==> src/rtl/uart_tx_serializer_if.sv <==
// rtl/uart_tx_serializer_if.sv - host/pad signal bundle for the UART transmit serializer
interface uart_tx_serializer_if;
  logic [1:0] baud_rate;
  logic [1:0] parity_type;
  logic       stop_bits;
  logic [7:0] data_in;
  logic       send;
  logic       tx_out;
  logic       busy;
  logic       done;

  modport master (
    output baud_rate, parity_type, stop_bits, data_in, send,
    input  tx_out, busy, done
  );

  modport slave (
    input  baud_rate, parity_type, stop_bits, data_in, send,
    output tx_out, busy, done
  );
endinterface

==> src/rtl/uart_tx_serializer.sv <==
// rtl/uart_tx_serializer.sv - 1x-timed UART frame serializer (start, 8 data LSB-first, parity, 1/2 stop)
// Define UART_TX_PARITY_EN to build in the parity bit; otherwise parity_type is ignored.
module uart_tx_serializer #(
  parameter int CLK_HZ = 50_000_000
) (
  input  logic                 clock,
  input  logic                 reset_n,
  uart_tx_serializer_if.slave  bus
);

  typedef enum logic [2:0] {
    IDLE,
    START,
    DATA,
    STOP
`ifdef UART_TX_PARITY_EN
    , PARITY
`endif
  } state_t;

  state_t      state, state_next;
  logic [14:0] count, count_next;
  logic [14:0] last_q;
  logic [2:0]  idx, idx_next;
  logic [7:0]  data_q;
  logic        two_stop_q;
  logic        tx_q, tx_next;
  logic        busy_q, busy_next;
  logic        done_q, done_next;
  logic        accept;
  logic        bit_end;
  logic        unused_cfg;
`ifdef UART_TX_PARITY_EN
  logic        par_en_q;
  logic        par_odd_q;
`endif

  // Divisors are fixed for a 50 MHz clock; CLK_HZ is informational only.
  function automatic logic [14:0] bit_last(input logic [1:0] rate);
    case (rate)
      2'b00:   return 15'd20832;
      2'b01:   return 15'd10416;
      2'b10:   return 15'd5207;
      default: return 15'd2603;
    endcase
  endfunction

  assign accept     = (state == IDLE) && bus.send;
  assign bit_end    = (count == last_q);
  assign unused_cfg = ^bus.parity_type ^ (CLK_HZ == 0);

  always_ff @(posedge clock or negedge reset_n) begin
    if (!reset_n) begin
      state  <= IDLE;
      count  <= '0;
      idx    <= '0;
      tx_q   <= 1'b1;
      busy_q <= 1'b0;
      done_q <= 1'b0;
    end else begin
      state  <= state_next;
      count  <= count_next;
      idx    <= idx_next;
      tx_q   <= tx_next;
      busy_q <= busy_next;
      done_q <= done_next;
    end
  end

  // Frame settings are frozen at accept so host-side changes cannot disturb a frame.
  always_ff @(posedge clock or negedge reset_n) begin
    if (!reset_n) begin
      last_q     <= 15'd2603;
      data_q     <= '0;
      two_stop_q <= 1'b0;
`ifdef UART_TX_PARITY_EN
      par_en_q   <= 1'b0;
      par_odd_q  <= 1'b0;
`endif
    end else if (accept) begin
      last_q     <= bit_last(bus.baud_rate);
      data_q     <= bus.data_in;
      two_stop_q <= bus.stop_bits;
`ifdef UART_TX_PARITY_EN
      par_en_q   <= (bus.parity_type == 2'b01) || (bus.parity_type == 2'b10);
      par_odd_q  <= (bus.parity_type == 2'b01);
`endif
    end
  end

  always_comb begin
    state_next = state;
    count_next = bit_end ? 15'd0 : count + 15'd1;
    idx_next   = idx;
    case (state)
      IDLE: begin
        count_next = '0;
        idx_next   = '0;
        if (bus.send) state_next = START;
      end
      START: begin
        if (bit_end) state_next = DATA;
      end
      DATA: begin
        if (bit_end) begin
          idx_next = idx + 3'd1;
          if (idx == 3'd7) begin
`ifdef UART_TX_PARITY_EN
            state_next = par_en_q ? PARITY : STOP;
`else
            state_next = STOP;
`endif
          end
        end
      end
`ifdef UART_TX_PARITY_EN
      PARITY: begin
        if (bit_end) state_next = STOP;
      end
`endif
      STOP: begin
        // idx wrapped to 0 leaving DATA, so it now counts stop bits.
        if (bit_end) begin
          if (idx[0] == two_stop_q) state_next = IDLE;
          else                      idx_next   = idx + 3'd1;
        end
      end
      default: state_next = IDLE;
    endcase
  end

  always_comb begin
    tx_next   = 1'b1;
    busy_next = (state_next != IDLE);
    done_next = (state == STOP) && (state_next == IDLE);
    case (state_next)
      START:   tx_next = 1'b0;
      DATA:    tx_next = data_q[idx_next];
`ifdef UART_TX_PARITY_EN
      PARITY:  tx_next = (^data_q) ^ par_odd_q;
`endif
      default: tx_next = 1'b1;
    endcase
  end

  assign bus.tx_out = tx_q;
  assign bus.busy   = busy_q;
  assign bus.done   = done_q;

endmodule

==> src/flat_wrapper.sv <==
// flat-port wrapper written by rule: the top's interface ports become plain ports
module uart_tx_serializer_flat 
#(
  parameter int CLK_HZ = 50_000_000
)
  (clock, reset_n, bus_baud_rate, bus_parity_type, bus_stop_bits, bus_data_in, bus_send, bus_tx_out, bus_busy, bus_done);
  uart_tx_serializer_if bus_i ();
  input  logic clock;
  input  logic reset_n;
  input wire logic [$bits(bus_i.baud_rate)-1:0] bus_baud_rate;
  input wire logic [$bits(bus_i.parity_type)-1:0] bus_parity_type;
  input wire logic [$bits(bus_i.stop_bits)-1:0] bus_stop_bits;
  input wire logic [$bits(bus_i.data_in)-1:0] bus_data_in;
  input wire logic [$bits(bus_i.send)-1:0] bus_send;
  output wire logic [$bits(bus_i.tx_out)-1:0] bus_tx_out;
  output wire logic [$bits(bus_i.busy)-1:0] bus_busy;
  output wire logic [$bits(bus_i.done)-1:0] bus_done;
  assign bus_i.baud_rate = bus_baud_rate;
  assign bus_i.parity_type = bus_parity_type;
  assign bus_i.stop_bits = bus_stop_bits;
  assign bus_i.data_in = bus_data_in;
  assign bus_i.send = bus_send;
  assign bus_tx_out = bus_i.tx_out;
  assign bus_busy = bus_i.busy;
  assign bus_done = bus_i.done;
  uart_tx_serializer #(.CLK_HZ(CLK_HZ)) u_core (.clock(clock), .reset_n(reset_n), .bus(bus_i));
endmodule
==> config.mk <==
export PLATFORM = sky130hd
export DESIGN_NAME = uart_tx_serializer_flat
export DESIGN_NICKNAME = d
export VERILOG_FILES = /design/src/rtl/uart_tx_serializer_if.sv /design/src/rtl/uart_tx_serializer.sv /design/src/flat_wrapper.sv
export SDC_FILE = /design/constraint.sdc
export NUM_CORES = 1
export LEC_CHECK = 0
export BUFFER_PORTS_ARGS = -buffer_cell sky130_fd_sc_hd__buf_2
export CAP_MARGIN = 30
export CORE_MARGIN = 2
export CORE_UTILIZATION = 53
export CTS_CLUSTER_DIAMETER = 30
export DETAILED_ROUTE_END_ITERATION = 10
export PLACE_DENSITY = 0.74
export RECOVER_POWER = 50
export SLEW_MARGIN = 30
export SYNTH_ARGS = -nofsm -noshare
export SYNTH_HDL_FRONTEND = slang
export SYNTH_SLANG_ARGS = --single-unit
==> constraint.sdc <==
create_clock -name clock -period 2.26 [get_ports clock]
set_input_delay 0.226 -clock clock [delete_from_list [all_inputs] [get_ports clock]]
set_output_delay 0.226 -clock clock [all_outputs]
set_load 0.005 [all_outputs]
==> results.cfg, run 1 <==
[floorplanning]
initial_core_util = 0.565
fp.coreArea_um2 = 3740
io_pins = 19
die-area_um2 = 4510
die_h_um = 67.2
fp-row-count = 22
die_w_um = 67.2

[route]
dr.pass1.iters = 4
drcViolationCount = 0
antenna_left = 0
viasPerCell = 5.51
via_count = 1522
drtIter0Drc = 96
routed_wirelength_um = 3990
wl_per_cell_um = 14.4

[power]
pwr_density_cell_nw_per_um2 = 770
switching_share = 0.241
switching_power_mw = 0.468
pwr-share-comb = 0.159
ir_drop_uv = 441
cellLeakagePower_nw = 1.21
intPower_mw = 1.47
clkPwrFrac = 0.371
p_seq_frac = 0.470
p_total_mw = 1.94

[global_routing]
first_global_vias = 1589
grt_pass1_wl_um = 7130
grt_max_degree = 43
track_usage = 0.214
antenna_found_initial = 0
grt_overflow = 0

[cells_and_area]
regArea_um2 = 1060
fillCellCount = 304
multi_input_area_um2 = 1030
final_nets = 251
antenna-diode-count = 0
area_growth_pct = 19.2
design_area_um2 = 2520
utilization = 0.673
layout-drive-gt1-share = 0.281
layout.cells.non_filler = 276

[timing]
rsz0062_at_grt = true
worstMarginPinSlew_ns = 1.02
drv_slew = 0
setup_viol = 1
fin_crit_ns = 2.42
finClkSkew_ns = 0.00510
hold_violations = 0
clock.fmax_mhz = 413
relSlewSlack = 0.318
fin_ws_ns = -0.159
finalCritPeriodShare = 1.07

[synthesis]
netlist_instances = 195
synth_top_family_by_area = simple AND/OR/NAND/NOR gates
async_flop_share = 1.00
yosysSeqAreaShare = 0.500
synth_area_leaders = dfrtp_1, dfstp_2, nor2_1
syn_avg_cell_area_um2 = 10.8
yosys_warnings = 0
synth_top_cell_area_share = 0.438
syn_area_um2 = 2110
synth-edff-count = 0
synth_adder_area_share = 0.0473
synthFlopType = dfrtp_1
synth.area.mux_share = 0.114
yosys.area_share.simple = 0.170
synthXorXnorAreaFrac = 0.0663
yosys_register_bits = 42
synth-compound-area-share = 0.0757
synth.net_count = 219
synth.most_common_cell = dfrtp_1
synth.distinct_cells = 37
synth_common_cells = dfrtp_1, nor2_1, and3_1, nand3_1, nor3_1
synth_top_area_cell = dfrtp_1

[worst_setup_path]
path_max_fanout = 5
crit_arrival_ns = 2.63
endpoint_kind = flip-flop
cp_data_required_time_ns = 2.47
worstRegToRegCells = 8
worst_setup_path_start_kind = flip-flop
path_class = reg2reg

[cts]
cts_tree = built
cts_buffers = 5
clock_path_buffers = 2
htreeDepth = 2
root_buffer = clkbuf_8
numClockSinks = 42
cts_setup_buffers = 0
insertion_delay_ns = 0.29
path_clk_slew_ns = 0.08

[outcome]
violations = setup timing
outcome = finished, violations left

[worst_hold_path]
holdPathStages = 2
hold_path_class = in2reg

[placed_design]
dpl.hpwl_um = 2890
port_buffers = 16
post_dp_cell_area_um2 = 2350
place_congestion = 0.783
placed_cells_incl_taps = 267

[flow_run]
drv_cap = 0
## layer usage
layer	vias up	routed length, µm	part of all wire	GRT usage
li1	734	-	-	-
met3	4	129	0.032	0.0400
met4	0	29	0.0073	0.0765
met2	22	1960	0.49	0.351
met1	762	1860	0.47	0.284
met5	-	0	0	0
## stage by stage
stage	hold WS (ns)	TNS, ns	worst slack (ns)
after floorplan	-0.0696	-0.134	-0.134
after global placement	0.398	-0.0708	-0.0708
after detailed placement	0.411	-0.135	-0.135
after CTS	0.0947	-0.153	-0.153
after global routing	0.144	-0.272	-0.272
final	0.156	-0.159	-0.159
## power by group through the flow
stage | combinational, mW | sequential [mW] | clock, mW
floorplan | 0.196 | 0.915 | 0
global placement | 0.287 | 0.919 | 0
detailed placement | 0.303 | 0.924 | 0
CTS | 0.308 | 0.910 | 0.729
global route | 0.348 | 0.925 | 0.764
finish | 0.308 | 0.912 | 0.721
## sequential cells by signal (all words and copies together) (netlist names)
signal	count
u_core.bus.busy	1
u_core.last_q	9
u_core.idx	3
u_core.two_stop_q	1
u_core.bus.done	1
u_core.bus.tx_out	1
u_core.data_q	8
u_core.count	15
u_core.state	3
## placed cells by master, fill, tap and decap left out, drive strengths merged
cell type / instances
a211oi: 2
nand2: 3
xnor2: 8
o22ai: 4
or3: 1
nand4: 1
nor3: 10
nor4b: 1
clkbuf: 7
bufinv: 2
ha: 8
nand3: 11
and3: 12
o21ai: 2
a21oi: 10
conb: 1
nor2: 28
nand2b: 1
or2: 1
mux2i: 6
inv: 7
nor3b: 1
dfrtp: 37
o21a: 1
dlygate4sd3: 1
mux2: 14
nor4: 1
dfstp: 5
o22a: 1
mux4: 1
a31oi: 1
buf: 30
xor2: 8
a32o: 1
## path summary, 6_finish.rpt
check,start,to,slack (ns)
max in group asynchronous,reset_n,u_core.idx[0],0.98
min,bus_data_in[3],u_core.data_q[3],0.16
min in group asynchronous,reset_n,u_core.bus.done,0.63
max,u_core.last_q[9],u_core.bus.tx_out,-0.16
max reg2reg,u_core.last_q[9],u_core.bus.tx_out,-0.16
min reg2reg,u_core.data_q[3],u_core.data_q[3],0.50
## critical path, stage by stage (launching register included)
cell	delay, ns
dfstp_2	0.54
and3_1	0.17
o22ai_2	0.12
nor4_4	0.38
o21ai_2	0.12
a21oi_4	0.24
mux2i_1	0.11
mux4_2	0.48
a211oi_2	0.18
## cell families (layout without fill, tap and decap cells)
group                    count (synthesis)  in the layout
adder cells (fa/ha/maj)                  8              8
AND/OR/NAND/NOR                         71             71
other                                    1              1
multiplexers                            21             21
flip-flops                              42             42
XOR/XNOR                                16             16
buffers and inverters                   14             47
AO/OA/AOI/OAI                           22             22
## repair_timing
item | CTS | global route
hold buffers | 0 | 1
hold endpoints to repair | 0 | 37
cloned | 0 | 0
setup endpoints to repair | 1 | 2
pin swaps | 1 | 1
gates resized for setup | 1 | 2
## layout make-up
class / instances / area share
Inverter: 7 / 0.0104
Timing Repair Buffer: 32 / 0.0804
Multi-Input combinational cell: 139 / 0.409
Clock buffer: 6 / 0.0328
Sequential cell: 42 / 0.420
Tap cell: 48 / 0.0238
Clock inverter: 2 / 0.0238
Power figures use the tool's default switching activity.
==> run 2, diff against run 1 <==
PLACE_DENSITY = 0.71   (was 0.74)
clock period = 2.7 ns   (was 2.26 ns; I/O delays follow)
==> run 2 against run 1 <==
The flow now finishes without violations. Final area decreased by 4.9%. Routed wire length decreased by 4.5%. Clock skew increased by 0.0027 ns. Maximum frequency decreased by 3.6%. Cell count decreased by 4.7%. Utilization decreased by 3.3 points. Sequential share of layout area increased by 2.2 points. Hold slack improved by 0.036 ns. Die area unchanged. First-iteration DRC count decreased by 41%. Via count decreased by 2.2%. Non-clock buffer count decreased by 13. Largest cell class unchanged. Largest power group unchanged.
==> results.cfg, run 2 (same netlist as run 1, synthesis figures left out) <==
[timing]
worstMarginPinSlew_ns = 0.986
finClkSkew_ns = 0.00781
fin_crit_ns = 2.51
finalCritPeriodShare = 0.929
hold_violations = 0
setup_viol = 0
clock.fmax_mhz = 399
fin_tns_setup_ns = 0
relSlewSlack = 0.343
rsz0062_at_grt = false
drv_slew = 0

[floorplanning]
io_pins = 19
die_h_um = 67.2
fp.coreArea_um2 = 3740
die_w_um = 67.2
die-area_um2 = 4510
fp-row-count = 22
initial_core_util = 0.565

[worst_setup_path]
worst_setup_path_start_kind = flip-flop
cp_data_required_time_ns = 2.92
max_stage_delay_ns = 0.50
path_max_fanout = 5
endpoint_kind = flip-flop
critical-path-top-delay-family = compound AO/OA/AOI/OAI gates
path_class = reg2reg
worst-path-buf-inv = 0
path_cells = nor3_1, o22ai_2, nor4_4, o21ai_2, a21oi_4, mux2i_1, mux4_2, a211oi_2
critPathSlowestCell = mux4_2
crit_arrival_ns = 2.73

[flow_run]
drv_cap = 0

[global_routing]
gr-usage-met1 = 0.260
first_global_vias = 1519
use_met3 = 0.0367
grt_max_degree = 43
antenna_found_initial = 0
grt_overflow = 0
met2_usage = 0.330
top_usage_layer = met2
track_usage = 0.198
grt_pass1_wl_um = 6620

[placed_design]
port_buffers = 16
post_dp_cell_area_um2 = 2250
place_congestion = 0.892
dpl.hpwl_um = 2770

[cells_and_area]
final_nets = 238
final_common_cell = dfrtp_1
design_area_um2 = 2400
layout_common_cells = dfrtp_1, nor2_1, buf_2
layout-drive-gt1-share = 0.219
area_growth_pct = 13.3
largest_register_ff_count = 15
largest_registers = u_core.count x15, u_core.last_q x9, u_core.data_q x8
fillCellCount = 325
antenna-diode-count = 0
top_register = u_core.count

[cts]
htreeDepth = 2
insertion_delay_ns = 0.29
numClockSinks = 42
root_buffer = clkbuf_8
cts_tree = built
clock_path_buffers = 2
cts_setup_buffers = 0
cts_buffers = 5
path_clk_slew_ns = 0.08

[route]
dr.pass1.iters = 4
via_count = 1488
drcViolationCount = 0
antenna_left = 0
viasPerCell = 5.66
wl_per_cell_um = 14.5
routed_wirelength_um = 3800
drtIter0Drc = 57

[power]
pwr_density_cell_nw_per_um2 = 659
pwr-share-comb = 0.133
clkPwrFrac = 0.373
p_seq_frac = 0.495
switching_share = 0.249
intPower_mw = 1.19
ir_drop_uv = 433
switching_power_mw = 0.392
cellLeakagePower_nw = 1.14

[worst_hold_path]
hold_path_class = in2reg

[outcome]
outcome = finished clean
[run 2: cell count changes in the layout (fill, tap and decap cells not counted), sizes merged]
cell / before / now
buf: 30 / 17
clkbuf: 7 / 6
clkinv: 0 / 1
[run 2: per-layer routing]
metal / share of wire / routed length, µm / vias to the layer above
met5: 0 / 0 / -
met4: 0.015 / 58 / 0
met1: 0.46 / 1750 / 734
met3: 0.036 / 138 / 7
met2: 0.49 / 1850 / 36
li1: - / - / 711
[run 2: timing repair]
item / 4_1_cts / 5_1_grt
gates resized for setup: 0 / 0
hold buffers: 0 / 1
hold endpoints to repair: 0 / 22
[run 2: final timing paths]
path                                   from           endpoint  slack [ns]  cells past startpoint
setup reg to reg            u_core.count[7]  u_core.bus.tx_out        0.19                      8
max in group asynchronous           reset_n    u_core.count[2]        1.42                      2
min in group asynchronous           reset_n    u_core.state[0]        0.66                      2
setup / recovery            u_core.count[7]  u_core.bus.tx_out        0.19                      8
hold / removal                bus_stop_bits  u_core.two_stop_q        0.19                      2
hold reg to reg            u_core.data_q[3]   u_core.data_q[3]        0.50                      1
[run 2: worst reg2reg max path: stages, from the launching register on]
cell,delay (ns)
dfrtp_1,0.46
nor3_1,0.26
o22ai_2,0.12
nor4_4,0.37
o21ai_2,0.12
a21oi_4,0.25
mux2i_1,0.12
mux4_2,0.50
a211oi_2,0.23
[run 2: power groups by stage]
stage,clock [mW],sequential (mW),combinational [mW]
final,0.588,0.781,0.209
after global placement,0,0.787,0.199
after CTS,0.595,0.780,0.212
after detailed placement,0,0.792,0.210
after global routing,0.623,0.792,0.238
after floorplan,0,0.766,0.164
[run 2: metrics by stage]
step	power, mW	utilization	worst slack (ns)	std cells	hold slack (ns)
finish	1.58	0.640	0.191	263	0.192
global route	1.65	0.640	0.0350	263	0.189
CTS	1.59	0.637	0.180	262	0.133
detailed placement	1.00	0.601	0.196	254	0.451
global placement	0.986	0.601	0.313	254	0.432
floorplan	0.930	-	0.274	195	-0.0256
[run 2: area by class of cell]
| class | instances | area [µm²] | share of cell area |
|---|---|---|---|
| Sequential cell | 42 | 1060 | 0.441 |
| Timing Repair Buffer | 19 | 105 | 0.0439 |
| Inverter | 7 | 26.3 | 0.0110 |
| Clock buffer | 5 | 68.8 | 0.0287 |
| Multi-Input combinational cell | 139 | 1010 | 0.421 |
| Tap cell | 48 | 60.1 | 0.0251 |
| Clock inverter | 3 | 68.8 | 0.0287 |
==> run 3, diff against run 2 <==
ABC_AREA = 1   (was not set)
==> run 3 against run 2 <==
First-iteration DRC count grew 79%. Final area grew 14%. Count of clock-buffer cells in the layout grew 3. Largest cell class is now multi-input combinational cells. Largest power group unchanged.
==> results.cfg, run 3 <==
[outcome]
outcome = finished clean

[worst_setup_path]
worst_setup_path_start_kind = flip-flop
worstRegToRegCells = 10
critPathSlowestCell = dfrtp_1
path_max_fanout = 4
cp_data_required_time_ns = 2.87
critPathMostFrequentCell = nand3_1
reg2reg_slack_ns = 0.65
path_cells = ha_1, nand2_1, nor2_2, nand3_1, nor3_1, nand3_1, nor3_2, nand3_1, nor2_1, nor3_2
max_stage_delay_ns = 0.39
crit_arrival_ns = 2.22
path_class = reg2reg
timing.rr.start = u_core.count[0]
r2r_end = u_core.count[14]
endpoint = u_core.count[14]
endpoint_kind = flip-flop
cp-startpoint = u_core.count[0]

[route]
routed_wirelength_um = 4510
antenna_left = 0
via_count = 1925
drtIter0Drc = 102
wl_per_cell_um = 11.9
viasPerCell = 5.09
drcViolationCount = 0
dr.pass1.iters = 4

[worst_hold_path]
min-delay-start = bus_data_in[7]
hold_path_class = in2reg
holdPathStages = 3

[timing]
fin_ws_ns = 0.646
rsz0062_at_grt = false
fin_crit_ns = 2.05
setup_viol = 0
finalCritPeriodShare = 0.761
fin_tns_setup_ns = 0
drv_slew = 0
clock.fmax_mhz = 487
finClkSkew_ns = 0.00637
worstMarginPinSlew_ns = 1.03
hold_violations = 0
fin_hold_ws_ns = 0.181
relSlewSlack = 0.310

[synthesis]
synth_common_cells = nand2_1, dfrtp_1, inv_1
synth.distinct_cells = 36
synth.most_common_cell = nand2_1
yosys_warnings = 0
synth-edff-count = 0
syn_avg_cell_area_um2 = 8.11
syn_area_um2 = 2470
synth_top_cell_area_share = 0.375
async_flop_share = 1.00
yosysSeqAreaShare = 0.429
yosys_register_bits = 42
synth_top_area_cell = dfrtp_1
netlist_instances = 304
synthFlopType = dfrtp_1
synth_area_leaders = dfrtp_1, nand2_1, inv_1
synth.net_count = 328

[cells_and_area]
final_nets = 349
largest_registers = u_core.count x15, u_core.last_q x9, u_core.data_q x8
final_common_cell = nand2_1
antenna-diode-count = 0
design_area_um2 = 2720
layout_common_cells = nand2_1, inv_1, dfrtp_1
largest_register_ff_count = 15
area_growth_pct = 10.4
layout-drive-gt1-share = 0.202
top_register = u_core.count

[power]
cellLeakagePower_nw = 1.31
p_total_mw = 1.55
clkPwrFrac = 0.302
pwr_density_cell_nw_per_um2 = 570
p_seq_frac = 0.489
intPower_mw = 1.09
switching_share = 0.299
ir_drop_uv = 433
pwr-share-comb = 0.209
switching_power_mw = 0.464

[placed_design]
place_ws_ns = 0.636
dpl.hpwl_um = 3310
port_buffers = 16
post_dp_cell_area_um2 = 2600
place_congestion = 0.845

[cts]
path_clk_slew_ns = 0.08
cts_buffers = 5
htreeDepth = 2
numClockSinks = 42
insertion_delay_ns = 0.29
root_buffer = clkbuf_8
clock_path_buffers = 2
cts_tree = built

[floorplanning]
fp.coreArea_um2 = 4410
die-area_um2 = 5220
die_h_um = 72.2
die_w_um = 72.2
io_pins = 19
initial_core_util = 0.559
fp-row-count = 24

[global_routing]
first_global_vias = 1802
grt_overflow = 0
grt_max_degree = 43
grt_pass1_wl_um = 8270
antenna_found_initial = 0
track_usage = 0.205

[flow_run]
drv_cap = 0
run 3: cell count changes after synthesis, moves of 7 or more:
cell     before  now
nand3_1      11   22
o21ai_0       1   20
mux2_1        7    0
inv_2         0   11
nand2_1       3   79
xnor2_1       8    1
inv_1         7   37
and3_1       11    0
mux2_2        7    0
run 3: per-stage QoR:
stage	utilization	std cells
2_1_floorplan	-	304
3_3_place_gp	0.590	369
3_5_place_dp	0.590	369
4_1_cts	0.615	377
5_1_grt	0.617	378
6_report	0.617	378
run 3: power groups by stage:
stage          registers [mW]  logic [mW]  clock network (mW)
2_1_floorplan           0.761       0.253                   0
6_report                0.759       0.323               0.468
5_1_grt                 0.771       0.379               0.509
4_1_cts                 0.759       0.328               0.485
3_3_place_gp            0.769       0.320                   0
3_5_place_dp            0.772       0.325                   0
run 3: timing repair:
item / 4_1_cts / 5_1_grt
buffers inserted: 0 / 0
endpoints found under the hold margin: 0 / 22
resized for setup: 0 / 0
hold buffers: 0 / 1
run 3: per-layer routing:
metal,routed length (µm),vias to the layer above,share of wire,global-route usage
li1,-,1008,-,-
met1,2240,877,0.50,0.303
met2,1970,32,0.44,0.295
met3,218,8,0.048,0.0486
met4,76,0,0.017,0.0734
met5,0,-,0,0
run 3: layout make-up:
cell class              instances  area, µm²
flip-flops and latches         42       1060
well taps                      52       65.1
inverters                      48        180
fillers                       411       1690
repair buffers                 18       97.6
clock buffers                   8        110
multi-input cells             210       1210
run 3: kinds of logic after synthesis:
kind of cell             Yosys count  share of synthesized area
AO/OA/AOI/OAI                     33                     0.0817
XOR/XNOR                           7                     0.0279
adder cells (fa/ha/maj)            8                     0.0406
buffers and inverters             52                     0.0797
flip-flops                        42                      0.429
other                              1                    0.00152
AND/OR/NAND/NOR                  161                      0.340
run 3: worst min path at each step:
stage	end	slack [ns]
2_1_floorplan	u_core.bus.busy	-0.03
3_3_place_gp	u_core.last_q[8]	0.47
3_5_place_dp	u_core.count[8]	0.46
4_1_cts	u_core.count[8]	0.14
5_1_grt	u_core.data_q[2]	0.18
6_report	u_core.data_q[7]	0.18
run 3: worst max-delay path: cells and delay by family, from the launching register on:
family	cells	cell delay (ns)
DFF	1	0.39
adders and majority gates	1	0.17
and+or+nand+nor	9	1.37
